$ cat config.mk
export PLATFORM = sky130hd
export DESIGN_NAME = regfile_write_port
export DESIGN_NICKNAME = d
export VERILOG_FILES = /design/src/rtl/regfile_write_port.sv
export SDC_FILE = /design/constraint.sdc
export NUM_CORES = 1
export LEC_CHECK = 0
export CORE_AREA = 2 2 427 429
export DETAILED_ROUTE_END_ITERATION = 10
export DIE_AREA = 0 0 429 431
export GPL_ROUTABILITY_DRIVEN = 0
export GPL_TIMING_DRIVEN = 0
export HOLD_SLACK_MARGIN = 0.1
export SLEW_MARGIN = 10
export SYNTH_ARGS = -nofsm -noshare
export SYNTH_HDL_FRONTEND = slang
export SYNTH_SLANG_ARGS = --single-unit
$ cat constraint.sdc
create_clock -name clock -period 1.8 [get_ports clock]
set_clock_uncertainty 0.1 [all_clocks]
set_input_delay 0.54 -clock clock [delete_from_list [all_inputs] [get_ports clock]]
set_output_delay 0.54 -clock clock [all_outputs]
set_load 0.01 [all_outputs]
$ cat src/rtl/regfile_write_port.sv
// rtl/regfile_write_port.sv - register file write side: staged write, one-hot commit, clear sweep
module regfile_write_port #(
  parameter int WIDTH = 32
) (
  input  logic                  clock,
  input  logic                  ctrl_reset_n,
  input  logic                  wr_valid,
  output logic                  wr_ready,
  input  logic [4:0]            wr_addr,
  input  logic [WIDTH-1:0]      wr_data,
  input  logic                  clr_req,
  output logic                  busy,
  output logic                  pend_valid,
  output logic [4:0]            pend_addr,
  output logic [WIDTH-1:0]      pend_data,
  output logic                  wr_done,
  output logic [32*WIDTH-1:0]   regs_flat
);

  localparam logic [0:0] IDLE  = 1'b0;
  localparam logic [0:0] CLEAR = 1'b1;

  logic [0:0]  state;
  logic [4:0]  idx;
  logic        accept;
  logic [31:1] wr_en;
  logic [31:1] clr_en;

  // A clear request blocks acceptance in the same cycle, so clear wins a tie.
  assign wr_ready = (state == IDLE) && !clr_req;
  assign accept   = wr_valid && wr_ready;
  assign busy     = (state == CLEAR);

  // Clear-sweep sequencer: idx walks 1..31, returning to IDLE on the edge that zeroes reg 31.
  always_ff @(posedge clock or negedge ctrl_reset_n) begin
    if (!ctrl_reset_n) begin
      state <= IDLE;
      idx   <= 5'd1;
    end else if (state == IDLE) begin
      if (clr_req) begin
        state <= CLEAR;
        idx   <= 5'd1;
      end
    end else begin
      if (idx == 5'd31) begin
        state <= IDLE;
        idx   <= 5'd1;
      end else begin
        idx <= idx + 5'd1;
      end
    end
  end

  // Stage register: one entry, always drained the following edge; wr_done trails the commit.
  always_ff @(posedge clock or negedge ctrl_reset_n) begin
    if (!ctrl_reset_n) begin
      pend_valid <= 1'b0;
      pend_addr  <= 5'd0;
      pend_data  <= '0;
      wr_done    <= 1'b0;
    end else begin
      pend_valid <= accept;
      wr_done    <= pend_valid;
      if (accept) begin
        pend_addr <= wr_addr;
        pend_data <= wr_data;
      end
    end
  end

  // One-hot decode of the commit address and of the sweep index; entry 0 has no enable.
  always_comb begin
    wr_en  = '0;
    clr_en = '0;
    for (int i = 1; i < 32; i++) begin
      wr_en[i]  = pend_valid && (pend_addr == 5'(i));
      clr_en[i] = (state == CLEAR) && (idx == 5'(i));
    end
  end

  assign regs_flat[WIDTH-1:0] = '0;

  for (genvar g = 1; g < 32; g++) begin : g_reg
    logic [WIDTH-1:0] r;

    // Storage register g: sweep zeroing takes priority over a commit.
    always_ff @(posedge clock or negedge ctrl_reset_n) begin
      if (!ctrl_reset_n) begin
        r <= '0;
      end else if (clr_en[g]) begin
        r <= '0;
      end else if (wr_en[g]) begin
        r <= pend_data;
      end
    end

    assign regs_flat[g*WIDTH +: WIDTH] = r;
  end

endmodule

### Word-level counts from Yosys, hierarchy flattened

Index checks and enable logic that the tools add are counted.

| cells by class | value |
|---|---|
| muxes and demuxes | 68 |
| equal/unequal tests | 62 |
| reduce and logical (&&, ||, !) cells | 97 |
| shift operators | 0 |
| bitwise gates (word level) | 1 |
| $mul | 0 |
| magnitude comparators | 0 |
| divide/modulo/power cells | 0 |
| add/sub/neg operators | 1 |

Operators by type and width:

| operator | count |
|---|---|
| 2-to-1 mux 32 bit | 62 |
| equality test 5 bit, second input constant | 32 |
| equality test 5 x 4 -> 1 bit, second input constant | 16 |
| logical AND 1 bit | 64 |
| nonzero test 2 bit | 32 |
| equality test 5 x 3 -> 1 bit, second input constant | 8 |
| equality test 5 x 2 -> 1 bit, second input constant | 4 |
| 2-to-1 mux 5 bit | 3 |
| equality test 5 x 1 -> 1 bit, second input constant | 2 |
| adder 5 x 1 -> 5 bit, second input constant | 1 |
| 2-to-1 mux 1 bit | 3 |
| zero test 1 bit | 1 |
| inverter 1 bit | 1 |

| word-level totals | value |
|---|---|
| memories kept | 0 |
| ROM bits | 0 |
| RAM bits | 0 |
| input port bits | 41 |
| word-level logic and storage cells | 266 |
| bits in registers | 1037 |
| bits in latches | 0 |

### Depth between registers and ports, before layout

| logic depth | value |
|---|---|
| depth after elaboration | 4 |
| mapped depth | 8 |
| gate-level depth less buffers | 6 |

### Worst setup path before layout

No wires, ideal clock.

| path | value |
|---|---|
| path kind | input to register |
| start | input clr_req |
| end | register pend_data[18] |
| cell stages on the path | 5 |
| setup time | 0.125 ns |
| buffers on the path | 2 |
| slack | -0.177 ns |
| data arrival time | 1.752 ns |
| path through | nor2_1 and2_1 buf_2 buf_2 mux2_2 |

| between the ends | value |
|---|---|
| cells in the longest elaborated chain, start to end | 3 |

Ends and longest elaborated chain:

| item | RTL line | text |
|---|---|---|
| start: declaration | 11 | `input logic clr_req,` |
| zero test 1 bit | 30 | `assign wr_ready = (state == IDLE) && !clr_req;` |
| logical AND 1 bit | 30 |  |
| logical AND 1 bit | 31 | `assign accept = wr_valid && wr_ready;` |
| end signal: assignment | 66 | `pend_data <= wr_data;` |
| end: declaration | 15 | `output logic [WIDTH-1:0] pend_data,` |

Every way passes these cells.
A chain may end at the register's enable or synchronous reset.

### Worst setup path after layout

| path | value |
|---|---|
| start | register state (netlist: busy) |
| end | output wr_ready |

| between the ends | value |
|---|---|
| cells in the longest elaborated chain, start to end | 2 |

Ends and longest elaborated chain:

| item | RTL line | text |
|---|---|---|
| start: declaration | 23 | `logic [0:0] state;` |
| start signal: assignment | 37 | `state <= IDLE;` |
| start signal: assignment | 41 | `state <= CLEAR;` |
| start signal: assignment | 46 | `state <= IDLE;` |
| inverter 1 bit | - |  |
| logical AND 1 bit | 30 |  |
| end: declaration | 8 | `output logic wr_ready,` |

Every way passes these cells.

==> results.md <==
- Number of unique standard cell types used by synthesis: 37
- Chip Height: 431 µm
- PD cells: 1278 nW/µm²
- Global-route wire length before repair: 410,900 µm
- Clock Sink Count: 1,037
- Post-DRT Antenna Nets: 0
- Total Power: 0.09084 W
- Worst Setup Path Type: flop to primary output
- Max stage delay on crit path: 440 ps
- Critical path startpoint category: flop
- RSZ-0062 raised after global routing: yes
- Slew headroom: 0.1241
- Required time of the worst setup path: 1160 ps
- Status: finished with violations
- Highest ir drop seen on vdd: 1.055 mV
- Critical Path End Type: primary output
- Syn. warnings: 0
- Clk Latency, worst-skew pair: 810 ps
- R2r startpoint: idx[0]
- Leading register cell type out of synthesis: sky130_fd_sc_hd__dfrtp_1
- Maximum operating frequency: 437.2 MHz
- Port-buffer cells: 1,073
- Post-layout min period: 2288 ps
- Number of vias per cell after detailed routing: 5.681
- Effective utilization at floorplan: 0.2483
- Grt ovf: 0
- Actual transition at the worst max-transition pin: 1314 ps
- Number of buffers on the longest clock path: 3
- CTS HTree Levels: 3
- Fill cell instance count of the final layout: 17.91k
- Slowest cell on crit path: sky130_fd_sc_hd__dfrtp_2
- Arrival time at the worst endpoint: 1650 ps
- CP cell instances: nor2_4 > buf_6
- Fin util: 0.3945
- Fraction of post-synthesis cell area in the top cell type by area: 0.5796
- Synthesized cell area: 44,730 µm²
- Half-perimeter wire length after detailed placement: 226,100 µm
- Critical Path End: wr_ready
- Maximum number of pins on one net before global-route repair: 147
- P_leak: 33.75 nW
- Depth of the critical timing path with buffers and inverters included: 2
- Startpoint of the most critical setup path: busy
- Number of antenna violations at the first check in global routing: 59
- CTS tree: built
- Number of max-slew violations in the final report: 0
- Dominant cells by area after synthesis: sky130_fd_sc_hd__dfrtp_1, sky130_fd_sc_hd__a21oi_1, sky130_fd_sc_hd__o21ai_0
- Fin crit share: 1.271
- Instance count of the mapped netlist: 4,753
- Total die area: 184,900 µm²
- Layout cell share with drive strength beyond 1: 0.2682
- Minimum setup slack among reg-to-reg paths: -450 ps
- Number of buffers added by the clock tree synthesis step: 121
- Logic depth of the worst register-to-register path: 6
- Drt drc: 0
- Total via count after detailed routing: 49.64k
- Category of cells accounting for the largest share of critical-path delay: flip-flops
- Max FO, Critical Path: 4
- Growth of design area from synthesis to finish: 58.89%
- Post-synthesis sequential area ratio: 0.5802
- Post-route worst hold slack: -437.2 ps
- End of the worst register-to-register path: g_reg[9].r[20]
- Ys async rst share: 1.000
- Average routed wire per standard cell: 36.69 µm
- Detailed Route Iter0 Violations: 6,290
- Number of nets in the finished design: 6,294
- CTS clk-pin slew, worst paths: 60 ps
- Register bit total from synthesis: 1,037
- I/O pin count: 1,106
- Total track usage: 0.3256
- Number of enable flip-flop cells after synthesis: 0
- Placeable core region: 180,200 µm²
- Clk Tree Root Cell: sky130_fd_sc_hd__clkbuf_16
- Vias in the first global route: 45.84k
- Worst-case setup margin in the final layout: -487.5 ps
- Failing checks: negative hold slack, negative setup slack
- CP Buf/Inv Count: 1
- Area leader, netlist: sky130_fd_sc_hd__dfrtp_1
- # Max-Cap Violations: 0
- Die boundary width: 429 µm
- Row count: 156
- Per-instance average area after synthesis: 9.410 µm²
- Endpoints failing setup: 2,063
- Aggregate routed wire length: 320,600 µm
- Final hold vios: 86
- First-pass iteration count of the detailed router: 7
- Path class of the lowest-slack min-delay path: primary input to asynchronous set/reset pin
[through the flow]
stage	hold WS, ps	setup WS, ps	cells	area (µm²)	setup TNS, ps
6_report	-437.2	-487.5	8737	71070	-618790
5_1_grt	-417.9	-551.7	8718	71020	-710900
4_1_cts	-468.4	-508.9	8603	66600	-763030
3_5_place_dp	384.0	-1936	8248	59240	-1499110
3_3_place_gp	417.5	-48890	8227	58620	-
2_1_floorplan	144.4	-25.55	4784	44910	-1272
[worst register-to-register path, cell delays in order (launching register included)]
cell,delay [ps]
sky130_fd_sc_hd__dfstp_2,590
sky130_fd_sc_hd__ha_1,220
sky130_fd_sc_hd__nand3b_1,90
sky130_fd_sc_hd__buf_4,180
sky130_fd_sc_hd__nor2_4,340
sky130_fd_sc_hd__clkbuf_1,500
sky130_fd_sc_hd__a21oi_1,90
[cells in the final DEF, fill, tap and decap left out, drive strengths merged, types with 7 or more instances in the layout]
cell type / instances
a211oi: 96
a21oi: 931
buf: 548
bufinv: 7
clkbuf: 604
clkdlybuf4s15: 61
clkdlybuf4s50: 39
clkinv: 24
conb: 32
dfrtp: 1036
diode: 24
dlygate4sd2: 922
ha: 7
inv: 14
mux2: 37
nand2: 72
nand2b: 7
nand3: 837
nand4: 65
nor2: 62
o21ai: 898
[synthesized netlist by cell type, types with 3 or more instances]
cell type	instances
sky130_fd_sc_hd__nor3_1	3
sky130_fd_sc_hd__clkbuf_1	421
sky130_fd_sc_hd__nand3b_1	4
sky130_fd_sc_hd__buf_4	48
sky130_fd_sc_hd__nand2_1	72
sky130_fd_sc_hd__mux2_2	37
sky130_fd_sc_hd__nor2_1	62
sky130_fd_sc_hd__nand3_1	837
sky130_fd_sc_hd__nor2b_1	3
sky130_fd_sc_hd__inv_1	3
sky130_fd_sc_hd__nand4b_1	3
sky130_fd_sc_hd__nand4_1	65
sky130_fd_sc_hd__ha_1	7
sky130_fd_sc_hd__dfrtp_1	1036
sky130_fd_sc_hd__and4bb_2	3
sky130_fd_sc_hd__buf_2	153
sky130_fd_sc_hd__nand4bb_1	3
sky130_fd_sc_hd__a211oi_1	96
sky130_fd_sc_hd__nand2b_1	7
sky130_fd_sc_hd__a21oi_1	931
sky130_fd_sc_hd__o21ai_1	40
sky130_fd_sc_hd__and4b_1	3
sky130_fd_sc_hd__o21ai_0	858
sky130_fd_sc_hd__buf_1	34
sky130_fd_sc_hd__buf_6	9
[worst min path at each step]
| stage | cells past startpoint | slack, ps | from | endpoint |
|---|---|---|---|---|
| 2_1_floorplan | 0 | 140 | ctrl_reset_n | busy |
| 3_3_place_gp | 2 | 420 | g_reg[31].r[14] | g_reg[31].r[14] |
| 3_5_place_dp | 1 | 380 | ctrl_reset_n | g_reg[15].r[30] |
| 4_1_cts | 1 | -470 | ctrl_reset_n | g_reg[15].r[29] |
| 5_1_grt | 1 | -420 | ctrl_reset_n | g_reg[15].r[29] |
| 6_report | 1 | -440 | ctrl_reset_n | g_reg[15].r[30] |
[per-layer routing]
| metal | wire length, µm | part of all wire | GRT usage | up-vias |
|---|---|---|---|---|
| met5 | 258 | 0.00080 | 0 | - |
| met4 | 29340 | 0.092 | 0.2384 | 40 |
| met3 | 33590 | 0.10 | 0.08921 | 1027 |
| met2 | 139300 | 0.43 | 0.4953 | 3543 |
| met1 | 118000 | 0.37 | 0.3961 | 24930 |
| li1 | - | - | - | 20100 |
[final cells by class]
cell class              instances  area, µm²  area share
flip-flops and latches       1037      26020      0.3662
multi-input cells            3079      18540      0.2609
repair buffers               1347      13950      0.1963
plain buffers                 657       5451     0.07671
clock buffers                 176       3610     0.05079
well taps                    2370       2965     0.04173
clock inverters                44      456.7    0.006426
diodes                         24      60.06   0.0008451
inverters                       3      11.26   0.0001585
[kinds of logic after synthesis]
logic type	count (synthesis)	synth area share
AO/OA/AOI/OAI	1927	0.2211
AND/OR/NAND/NOR	1075	0.1212
flip-flops	1037	0.5802
buffers and inverters	668	0.06588
multiplexers	38	0.009539
adder cells (fa/ha/maj)	7	0.001958
other	1	0.00008384
[what timing repair did]
item / in CTS / in global routing
buffers inserted: 102 / 80
gates resized for setup: 2238 / 1087
cloned: 32 / 37
hold buffers: 2 / 3
hold endpoints to repair: 290 / 128
endpoints found under the setup margin: 2304 / 2305
pin swaps: 127 / 132
[state kept, by name (all words and copies together) (netlist names)]
register	count
wr_done	1
idx	5
pend_addr	5
busy	1
pend_valid	1
pend_data	32
g.r	992
[where the power goes]
group | leakage [nW] | switching [W] | total [W] | internal [W]
clock | 2.02 | 0.0112 | 0.0261 | 0.0148
sequential | 14.3 | 0.00157 | 0.0260 | 0.0244
combinational | 17.4 | 0.0299 | 0.0388 | 0.00891
total | 33.7 | 0.0426 | 0.0908 | 0.0482
(Power assumes the default switching activity.)
